## src/rtl/audio_pkg.sv

```systemverilog
// Shared constants and types for the audio sample path (distortion, reader, filter).
package audio_pkg;

    localparam int unsigned DATA_W = 8;
    localparam int unsigned DEPTH  = 1024;
    localparam int unsigned ADDR_W = 10;
    localparam int unsigned TAPS   = 5;

    typedef logic [DATA_W-1:0] sample_t;

    typedef enum logic [2:0] {
        IDLE,
        FETCH,
        CAPTURE,
        PRESENT,
        DONE
    } reader_state_t;

endpackage

```

## src/rtl/tap_shift_reg.sv

```systemverilog
// Sliding sample history: tap 0 holds the newest sample, the oldest tap falls off on each shift.
module tap_shift_reg #(
    parameter int unsigned TAPS   = 5,
    parameter int unsigned DATA_W = 8
) (
    input  logic                   clk,
    input  logic                   rst_n,
    input  logic                   clr,
    input  logic                   shift_en,
    input  logic [DATA_W-1:0]      din,
    output logic [TAPS*DATA_W-1:0] taps
);

    always_ff @(posedge clk or negedge rst_n) begin
        if (!rst_n) begin
            taps <= '0;
        end else if (clr) begin
            taps <= '0;
        end else if (shift_en) begin
            taps <= {taps[(TAPS-1)*DATA_W-1:0], din};
        end
    end

endmodule

```

## src/rtl/bram_window_reader.sv

```systemverilog
// Sequential frame reader: fetches one BRAM sample per window and presents a TAPS-deep
// sliding history to the filter over a valid/ready handshake.
module bram_window_reader #(
    parameter int unsigned DEPTH  = audio_pkg::DEPTH,
    parameter int unsigned ADDR_W = audio_pkg::ADDR_W,
    parameter int unsigned DATA_W = audio_pkg::DATA_W,
    parameter int unsigned TAPS   = audio_pkg::TAPS
) (
    input  logic                   clk,
    input  logic                   rst_n,
    input  logic                   start,
    output logic                   busy,
    output logic                   done,
    output logic                   bram_rd_en,
    output logic [ADDR_W-1:0]      bram_addr,
    input  logic [DATA_W-1:0]      bram_rd_data,
    output logic                   win_valid,
    input  logic                   win_ready,
    output logic [TAPS*DATA_W-1:0] win_data,
    output logic [ADDR_W-1:0]      win_index
);

    import audio_pkg::*;

    localparam logic [ADDR_W-1:0] LAST = ADDR_W'(DEPTH - 1);

    reader_state_t     state;
    logic [ADDR_W-1:0] count;
    logic              hist_clr;
    logic              hist_shift;

    // History clears on the accepting edge so window 0 sees zero-padded older taps.
    assign hist_clr   = (state == IDLE) && start;
    assign hist_shift = (state == CAPTURE);

    tap_shift_reg #(
        .TAPS   (TAPS),
        .DATA_W (DATA_W)
    ) u_hist (
        .clk      (clk),
        .rst_n    (rst_n),
        .clr      (hist_clr),
        .shift_en (hist_shift),
        .din      (bram_rd_data),
        .taps     (win_data)
    );

    always_ff @(posedge clk or negedge rst_n) begin
        if (!rst_n) begin
            state      <= IDLE;
            count      <= '0;
            busy       <= 1'b0;
            done       <= 1'b0;
            bram_rd_en <= 1'b0;
            bram_addr  <= '0;
            win_valid  <= 1'b0;
            win_index  <= '0;
        end else begin
            case (state)
                IDLE: begin
                    if (start) begin
                        count      <= '0;
                        busy       <= 1'b1;
                        bram_rd_en <= 1'b1;
                        bram_addr  <= '0;
                        state      <= FETCH;
                    end
                end
                FETCH: begin
                    bram_rd_en <= 1'b0;
                    state      <= CAPTURE;
                end
                CAPTURE: begin
                    win_index <= count;
                    win_valid <= 1'b1;
                    state     <= PRESENT;
                end
                PRESENT: begin
                    if (win_ready) begin
                        win_valid <= 1'b0;
                        if (count == LAST) begin
                            busy  <= 1'b0;
                            done  <= 1'b1;
                            state <= DONE;
                        end else begin
                            count      <= count + 1'b1;
                            bram_addr  <= count + 1'b1;
                            bram_rd_en <= 1'b1;
                            state      <= FETCH;
                        end
                    end
                end
                DONE: begin
                    done  <= 1'b0;
                    state <= IDLE;
                end
                default: state <= IDLE;
            endcase
        end
    end

endmodule

```

## config.mk

```make
export PLATFORM = sky130hd
export DESIGN_NAME = bram_window_reader
export DESIGN_NICKNAME = d
export VERILOG_FILES = /design/src/rtl/audio_pkg.sv /design/src/rtl/tap_shift_reg.sv /design/src/rtl/bram_window_reader.sv
export SDC_FILE = /design/constraint.sdc
export NUM_CORES = 1
export LEC_CHECK = 0
export ABC_AREA = 0
export BUFFER_PORTS_ARGS = -buffer_cell sky130_fd_sc_hd__buf_2
export CAP_MARGIN = 20
export CORE_UTILIZATION = 50
export CTS_BUF_LIST = sky130_fd_sc_hd__clkbuf_16
export DETAILED_ROUTE_END_ITERATION = 10
export GPL_TIMING_DRIVEN = 1
export PLACE_DENSITY = 0.76
export SLEW_MARGIN = 20
export SYNTH_ARGS = -nofsm -noshare
export SYNTH_HDL_FRONTEND = slang
export SYNTH_HIERARCHICAL = 1
export SYNTH_SLANG_ARGS = --single-unit
```

## constraint.sdc

```tcl
create_clock -name clk -period 2.1 [get_ports clk]
set_input_delay 0.63 -clock clk [delete_from_list [all_inputs] [get_ports clk]]
set_output_delay 0.63 -clock clk [all_outputs]
set_load 0.02 [all_outputs]
```

## Yosys cells after proc, flatten, opt, wreduce, memory -nomap -nowiden

Cells that the tools add are included.

- Reduce and logical (&&, ||, !) cells: 13
- Muxes and demuxes: 22
- $add $sub $neg: 1
- Equal/unequal tests: 9

Operators by type and width:

| cell | count |
|---|---|
| 2-to-1 mux 40 bit | 2 |
| 2-to-1 mux 10 bit | 3 |
| case mux 10 bit (2 select lines) | 1 |
| case mux 3 bit (4 select lines) | 1 |
| AND reduction 4 bit | 3 |
| adder 10 x 1 -> 10 bit (second input constant) | 1 |
| == test 10 bit (second input constant) | 1 |
| 2-to-1 mux 3 bit | 3 |
| 2-to-1 mux 1 bit | 8 |
| != test 2 bit (second input constant) | 4 |
| nonzero test 2 bit | 4 |
| == test 3 x 2 -> 1 bit (second input constant) | 2 |
| case mux 1 bit (2 select lines) | 3 |
| AND reduction 2 bit | 2 |
| == test 3 x 1 -> 1 bit (second input constant) | 1 |
| == test 3 bit (second input constant) | 1 |
| logical NOT 3 bit | 1 |
| case mux 1 bit (3 select lines) | 1 |
| AND reduction 3 bit | 1 |
| nonzero test 3 bit | 1 |
| logical AND 1 bit | 1 |

- Word-level logic and storage cells: 53
- Input port bits: 12
- Register bits after elaboration: 67
- Output and inout port bits: 64

## Logic depth before layout (Yosys ltp)

Gate-level depths: netlist of run 1.

- Depth in word-level cells: 4
- Depth in mapped cells: 8

## Modules after synthesis

The synthesis of run 1 kept the hierarchy.

By module, submodules not included:

| module | cells each | times used | area an instance (um^2) |
|---|---|---|---|
| tap_shift_reg | 129 | 1 | 1,657.8 |
| bram_window_reader | 102 | 1 | 1,256.2 |

## Least setup slack after synthesis of run 1

Ideal clock, no wire load.

- Path type: input to register
- From: input start
- To: register count[9]
- Stages on the path: 4
- Path slack: 358 ps
- Arrival time: 1,616 ps
- Buffers on the path: 0
- Setup time: 126 ps
- Path through: or3b_4 > a21oi_4 > o21ai_2 > a221o_1

- Word-level cells in the longest chain between the ends: 2

Ends and longest elaborated chain:

| element | line | source |
|---|---|---|
| from (decl) | bram_window_reader.sv:11 | `input logic start,` |
| != test 2 bit (no line) | n/a |  |
| AND reduction 4 bit (no line) | n/a |  |
| to (signal assigned) | bram_window_reader.sv:86 | `count <= count + 1'b1;` |
| to (decl) | bram_window_reader.sv:28 | `logic [ADDR_W-1:0] count;` |

Every way passes these cells.
A chain may end at the register's enable or synchronous reset.

## Final worst setup path of run 1

- From: register state[2]
- To: register u_hist.taps[18]

- Word-level cells in the longest chain between the ends: 3
- Elaborated cells on any way between the ends: 5
- Classes of those cells: 1 x eq/ne; 1 x mux; 3 x reduce/logical

Ends and longest elaborated chain:

| element | line | source |
|---|---|---|
| from (decl) | bram_window_reader.sv:27 | `reader_state_t state;` |
| from (signal assigned) | bram_window_reader.sv:50 | `state <= IDLE;` |
| from (signal assigned) | bram_window_reader.sv:66 | `state <= FETCH;` |
| from (signal assigned) | bram_window_reader.sv:71 | `state <= CAPTURE;` |
| logical NOT 3 bit | bram_window_reader.sv:33 | `assign hist_clr = (state == IDLE) && start;` |
| logical AND 1 bit | bram_window_reader.sv:33 |  |
| 2-to-1 mux 40 bit or nonzero test 2 bit (tied branches) | n/a |  |
| to (signal assigned) | tap_shift_reg.sv:20 | `taps <= {taps[(TAPS-1)*DATA_W-1:0], din};` |
| to (decl) | tap_shift_reg.sv:11 | `output logic [TAPS*DATA_W-1:0] taps` |

Parallel ways exist; a longest one is shown, timed or not.

==> results of run 1 <==
-- area by class of cell --
class                   instances  area (sq um)  share of cell area (%)
flip-flops and latches         67          1680                    46.3
inverters                       1          3.75                   0.104
well taps                      72          90.1                    2.49
clock buffers                   9           225                    6.21
multi-input cells             152          1110                    30.8
clock inverters                 7          83.8                    2.31
repair buffers                 79           430                    11.9
-- sequential cells by signal (all words and copies together) (netlist names) --
| register | cells |
|---|---|
| win_index | 10 |
| u_hist/taps | 40 |
| count | 10 |
| state | 3 |
| busy | 1 |
| done | 1 |
| bram_rd_en | 1 |
| win_valid | 1 |
-- Yosys cell counts, drive strengths merged, types with 2 or more instances --
cell type	number
dfrtp	67
nor2	42
mux2i	40
mux2	11
nand2	8
buf	7
a21oi	5
a31oi	5
a21o	4
and2	4
clkbuf	4
nand3	4
and4	3
o21a	3
o21ai	3
a22o	2
a41oi	2
nand4	2
nor3	2
-- per-stage QoR --
step | setup slack (ns) | power, mW | instances | hold slack (ns)
6_report | 0.274 | 5.92 | 387 | 0.322
5_1_grt | 0.178 | 6.26 | 387 | 0.357
4_1_cts | 0.266 | 5.97 | 387 | 0.333
3_5_place_dp | 0.171 | 4.39 | 371 | 0.468
3_3_place_gp | 0.199 | 4.32 | 371 | 0.454
2_1_floorplan | 0.358 | 3.81 | 231 | 0.334
-- routing by layer --
layer  vias to the layer above  part of all wire, %  global-route usage, %
met3                        10                  4.7                   4.65
met4                         0                  1.4                   10.6
met2                        69                   49                   33.4
met5                         -                    0                      0
li1                        980                    -                      -
met1                      1007                   45                   28.4
-- power breakdown --
part	internal [mW]	total (mW)	switching, mW
combinational	0.895	2.25	1.35
clock	1.02	1.54	0.518
sequential	1.74	2.13	0.391
total	3.66	5.92	2.26
-- path summary, 6_finish.rpt --
kind,startpoint,to,slack [ns],cells past startpoint
max in group asynchronous,rst_n,win_index[3],1.50,2
max reg2reg,state[2],u_hist/taps[18],0.27,5
max,state[2],u_hist/taps[18],0.27,5
min in group clk,win_valid,win_valid,0.48,1
min reg2reg,win_valid,win_valid,0.48,1
min,rst_n,u_hist/taps[35],0.32,2
-- logic make-up (layout without fill, tap and decap cells) --
kind of cell             Yosys count  in the layout  synth area share (%)
AO/OA/AOI/OAI                     28             28                  7.60
XOR/XNOR                           1              1                 0.301
adder cells (fa/ha/maj)            1              1                 0.429
buffers and inverters             12             96                  4.42
flip-flops                        67             67                  57.5
multiplexers                      51             51                  18.0
AND/OR/NAND/NOR                   71             71                  11.7
==> flow_summary.yaml, run 1 <==
run_status:
  outcome: "finished clean"
floorplan:
  die_area_sq_um: 6140
  dieWidth_um: 78.3
  core_area_sq_um: 5570
  core.rowCount: 27
  boundaryPins: 76
  start_util_pct: 52.3
  dieHeight_um: 78.3
synth:
  synth_top_area_cell: "dfrtp_1"
  ys_types: 40
  syn-cell-area_sq_um: 2910
  yosysTopAreaCellShare_pct: 57.5
  avgSynthCellArea_sq_um: 12.6
  yosys_most_used_dff: "dfrtp_1"
  async_flop_share_pct: 100
  syn_inst: 231
  yosys-top-cells-area: "dfrtp_1 58%, mux2i_1 14%, nor2_1 5.4%"
  yosysWarningCount: 6
  ys_seq_area_share_pct: 57.5
  synth-edff-count: 0
  syn_nets: 244
  ys_ff_latch: 67
timing:
  fin_skew_ns: 0.00502
  rsz0062_at_grt: "false"
  fin_crit_ns: 1.83
  hold_viol: 0
  max-slew-margin-rel_pct: 63.4
  fin_crit_sh_pct: 87.0
  report.final.slew_viol_count: 0
  tns_ns: 0
  finalSetupViolations: 0
  tightest_slew_ns: 0.548
  clock.fmax_mhz: 548
detailed_routing:
  viasPerCell: 5.34
  drt_wl_total_um: 5980
  antenna_left: 0
  wl_per_cell_um: 15.5
  drc: 0
  firstDrtPassIters: 4
  drtIter0Drc: 111
  vias: 2066
flow_run:
  drv_cap: 0
grt:
  grt_pass1_vias: 1990
  grt_max_degree: 68
  track_usage_pct: 21.4
  overflow: 0
  grt_pass1_wl_um: 9920
  grt_antenna_before_repair: 0
setup_path:
  cpPeakStageDelay_ns: 0.48
  worst-path-buf-inv: 1
  cp.arrival_ns: 2.03
  path_cells: "and2b_2 > and2_4 > buf_12 > mux2i_1 > nor2_1"
  crit_required_ns: 2.30
  cp_max_fo: 38
  startpoint_type: "flop"
  critPathSlowestCell: "dfrtp_1"
  worstSetupEndpointType: "flop"
  worstSetupPathType: "reg2reg"
  critical_path.top_delay_family: "simple AND/OR/NAND/NOR gates"
layout:
  fin_util_pct: 65.0
  finalInstanceArea_sq_um: 3620
  final_cell_mix: "75 x buf_2, 67 x dfrtp_1, 42 x nor2_1, 40 x mux2i_1, 11 x mux2_2"
  final_nets: 323
  diodes: 0
  final_layout_size_suffix_gt1_share_pct: 38.1
  final_common_cell: "buf_2"
  fill_cells: 452
  area_growth_pct: 24.4
clock_tree:
  cts.sinks: 67
  clock_latency_ns: 0.32
  cts_resized: 0
  post_cts_buffers: 0
  cts_made_buffers: 9
  tritoncts: "done"
  ctsHoldBuffers: 0
  root_buffer: "clkbuf_16"
  clk_pin_slew_ns: 0.06
  clockBufferDepth: 2
  htree_levels: 3
placement:
  port_buffers: 75
  placed_area_sq_um: 3320
  dp_hpwl_um: 3900
  place.gp.congestion: 0.802
power_and_ir_drop:
  p_per_area_nw_per_um2: 1630
  power.leakage_nw: 1.87
  ir_drop_mv: 0.819
min_path:
  hold_class: "in2async"
Note: power is estimated with default switching activity, not from simulation.
==> inputs of run 2 (changes only) <==
--- a/config.mk
+++ b/config.mk
@@ -5,13 +5,14 @@
 export SDC_FILE = /design/constraint.sdc
 export NUM_CORES = 1
 export LEC_CHECK = 0
-export ABC_AREA = 0
+export ABC_AREA = 1
 export BUFFER_PORTS_ARGS = -buffer_cell sky130_fd_sc_hd__buf_2
 export CAP_MARGIN = 20
 export CORE_UTILIZATION = 50
 export CTS_BUF_LIST = sky130_fd_sc_hd__clkbuf_16
 export DETAILED_ROUTE_END_ITERATION = 10
 export GPL_TIMING_DRIVEN = 1
+export MAX_ROUTING_LAYER = met4
 export PLACE_DENSITY = 0.76
 export SLEW_MARGIN = 20
 export SYNTH_ARGS = -nofsm -noshare
==> run 2 against run 1 <==
Critical endpoint is now u_hist/taps[20]. Sequential cell count unchanged. First-iteration DRC count grew to 2.5 times the previous value. Die area increased by 0.92%. Via count grew 22%. Largest power group unchanged. Largest cell class unchanged.
==> flow_summary.yaml, run 2 <==
layout:
  final_cell_mix: "157 x nand2_1, 75 x buf_2, 67 x dfrtp_1, 48 x nand3_1, 21 x inv_1"
  finalInstanceArea_sq_um: 3600
  largest_register_ffs: 40
  final_nets: 443
  fin_util_pct: 64.6
  final_cells: 505
  area_growth_pct: 22.5
  diodes: 0
  reg.largest.list: "u_hist/taps (40), count (10), win_index (10)"
  top_register: "u_hist/taps"
  final_layout_size_suffix_gt1_share_pct: 23.1
  final_common_cell: "nand2_1"
synth:
  yosys-top-cells-area: "dfrtp_1 57%, nand2_1 20%, nand3_1 8.2%"
  synth_commonest_cells: "157 x nand2_1, 67 x dfrtp_1, 48 x nand3_1, 20 x inv_1, 19 x nor2_1"
  ys_ff_latch: 67
  syn_nets: 370
  syn_inst: 357
  synth_top_area_cell: "dfrtp_1"
  yosysWarningCount: 6
  synth-edff-count: 0
  ys_types: 22
  async_flop_share_pct: 100
  yosysMostFrequentCell: "nand2_1"
  syn-cell-area_sq_um: 2940
  yosys_most_used_dff: "dfrtp_1"
  ys_seq_area_share_pct: 57.0
  yosysTopAreaCellShare_pct: 57.0
  avgSynthCellArea_sq_um: 8.24
grt:
  overflow: 0
  grt_max_degree: 68
  grt_pass1_wl_um: 10700
  track_usage_pct: 23.8
  use_met1_pct: 32.1
  grt_busiest_layer: "met2"
  grt_pass1_vias: 2250
  use_met2_pct: 33.4
  grt_antenna_before_repair: 0
  grt.met3_usage_pct: 8.39
detailed_routing:
  firstDrtPassIters: 4
  vias: 2516
  drtIter0Drc: 281
  viasPerCell: 4.98
  antenna_left: 0
  drt_wl_total_um: 6320
  wl_per_cell_um: 12.5
  drc: 0
placement:
  port_buffers: 75
  placed_area_sq_um: 3350
  place.gp.congestion: 0.846
  dpl_worst_slack_ns: 0.238
  dp_hpwl_um: 3990
  dp.cells: 491
clock_tree:
  cts_made_buffers: 9
  tritoncts: "done"
  clk_pin_slew_ns: 0.05
  post_cts_buffers: 0
  clockBufferDepth: 2
  ctsHoldBuffers: 0
  cts_resized: 0
  htree_levels: 3
  root_buffer: "clkbuf_16"
  clock_latency_ns: 0.33
  cts.sinks: 67
power_and_ir_drop:
  p_per_area_nw_per_um2: 1540
  finalPower_mw: 5.56
  ir_drop_mv: 0.969
  power.leakage_nw: 2.08
timing:
  fin_ws_ns: 0.296
  whs_ns: 0.288
  clock.fmax_mhz: 554
  tns_ns: 0
  rsz0062_at_grt: "false"
  fin_skew_ns: 0.00618
  fin_crit_ns: 1.80
  fin_crit_sh_pct: 85.9
  tightest_slew_ns: 0.814
  max-slew-margin-rel_pct: 45.6
  finalSetupViolations: 0
  report.final.slew_viol_count: 0
  hold_viol: 0
setup_path:
  cp_max_fo: 40
  cp.arrival_ns: 2.00
  worstSetupEndpointType: "flop"
  crit_required_ns: 2.30
  startpoint_type: "flop"
  worstSetupPathType: "reg2reg"
min_path:
  hold_class: "in2async"
flow_run:
  drv_cap: 0
floorplan:
  boundaryPins: 76
  start_util_pct: 52.8
  core_area_sq_um: 5570
  die_area_sq_um: 6190
  dieHeight_um: 78.7
  core.rowCount: 27
  dieWidth_um: 78.7
run_status:
  outcome: "finished clean"
==> run 2: cell types whose count changed in the layout (fill, tap and decap cells not counted), moves of 11 or more <==
cell and change:
inv_1 +19, mux2_2 -11, mux2i_1 -40, nand2_1 +149, nand3_1 +44, nor2_1 -24
==> run 2: layout make-up <==
| cell class | count | area, sq um |
|---|---|---|
| Clock buffer | 9 | 225 |
| Clock inverter | 5 | 23.8 |
| Fill cell | 484 | 1970 |
| Inverter | 21 | 78.8 |
| Multi-Input combinational cell | 253 | 1100 |
| Sequential cell | 67 | 1680 |
| Tap cell | 72 | 90.1 |
| Timing Repair Buffer | 78 | 410 |
==> run 2: logic make-up after synthesis <==
logic type | after synthesis | share of synthesized area (%)
AOI/OAI and AO/OA | 13 | 2.34
xor gates and xnor gates | 2 | 0.596
adders and majority gates | 1 | 0.425
buffers and inverters | 37 | 5.95
DFF | 67 | 57.0
and+or+nand+nor | 237 | 33.7
==> run 2: path summary, 6_finish.rpt <==
kind | endpoint | startpoint | slack [ns] | cells after the start
min reg2reg | u_hist/taps[37] | u_hist/taps[37] | 0.46 | 2
min | count[9] | rst_n | 0.29 | 2
max reg2reg | u_hist/taps[20] | state[1] | 0.30 | 6
max in group asynchronous | count[3] | rst_n | 1.50 | 2
max | u_hist/taps[20] | state[1] | 0.30 | 6
min in group clk | u_hist/taps[37] | u_hist/taps[37] | 0.46 | 2
==> run 2: worst max-delay path, stage by stage (launching register included) <==
cell	delay [ns]
dfrtp_1	0.43
nor2_1	0.20
nand2_1	0.10
nor2_1	0.33
inv_2	0.37
nand3_1	0.16
nand2_1	0.09
==> run 2: power breakdown <==
| group | leakage [nW] | internal, mW | switching, mW |
|---|---|---|---|
| sequential | 0.891 | 1.73 | 0.361 |
| clock | 0.123 | 0.768 | 0.498 |
| combinational | 1.07 | 0.632 | 1.57 |
| total | 2.08 | 3.13 | 2.43 |
==> run 2: layer usage <==
metal,up-vias,wire length [um]
met2,79,2900
li1,1273,-
met3,11,403
met5,-,0
met4,0,108
met1,1153,2910
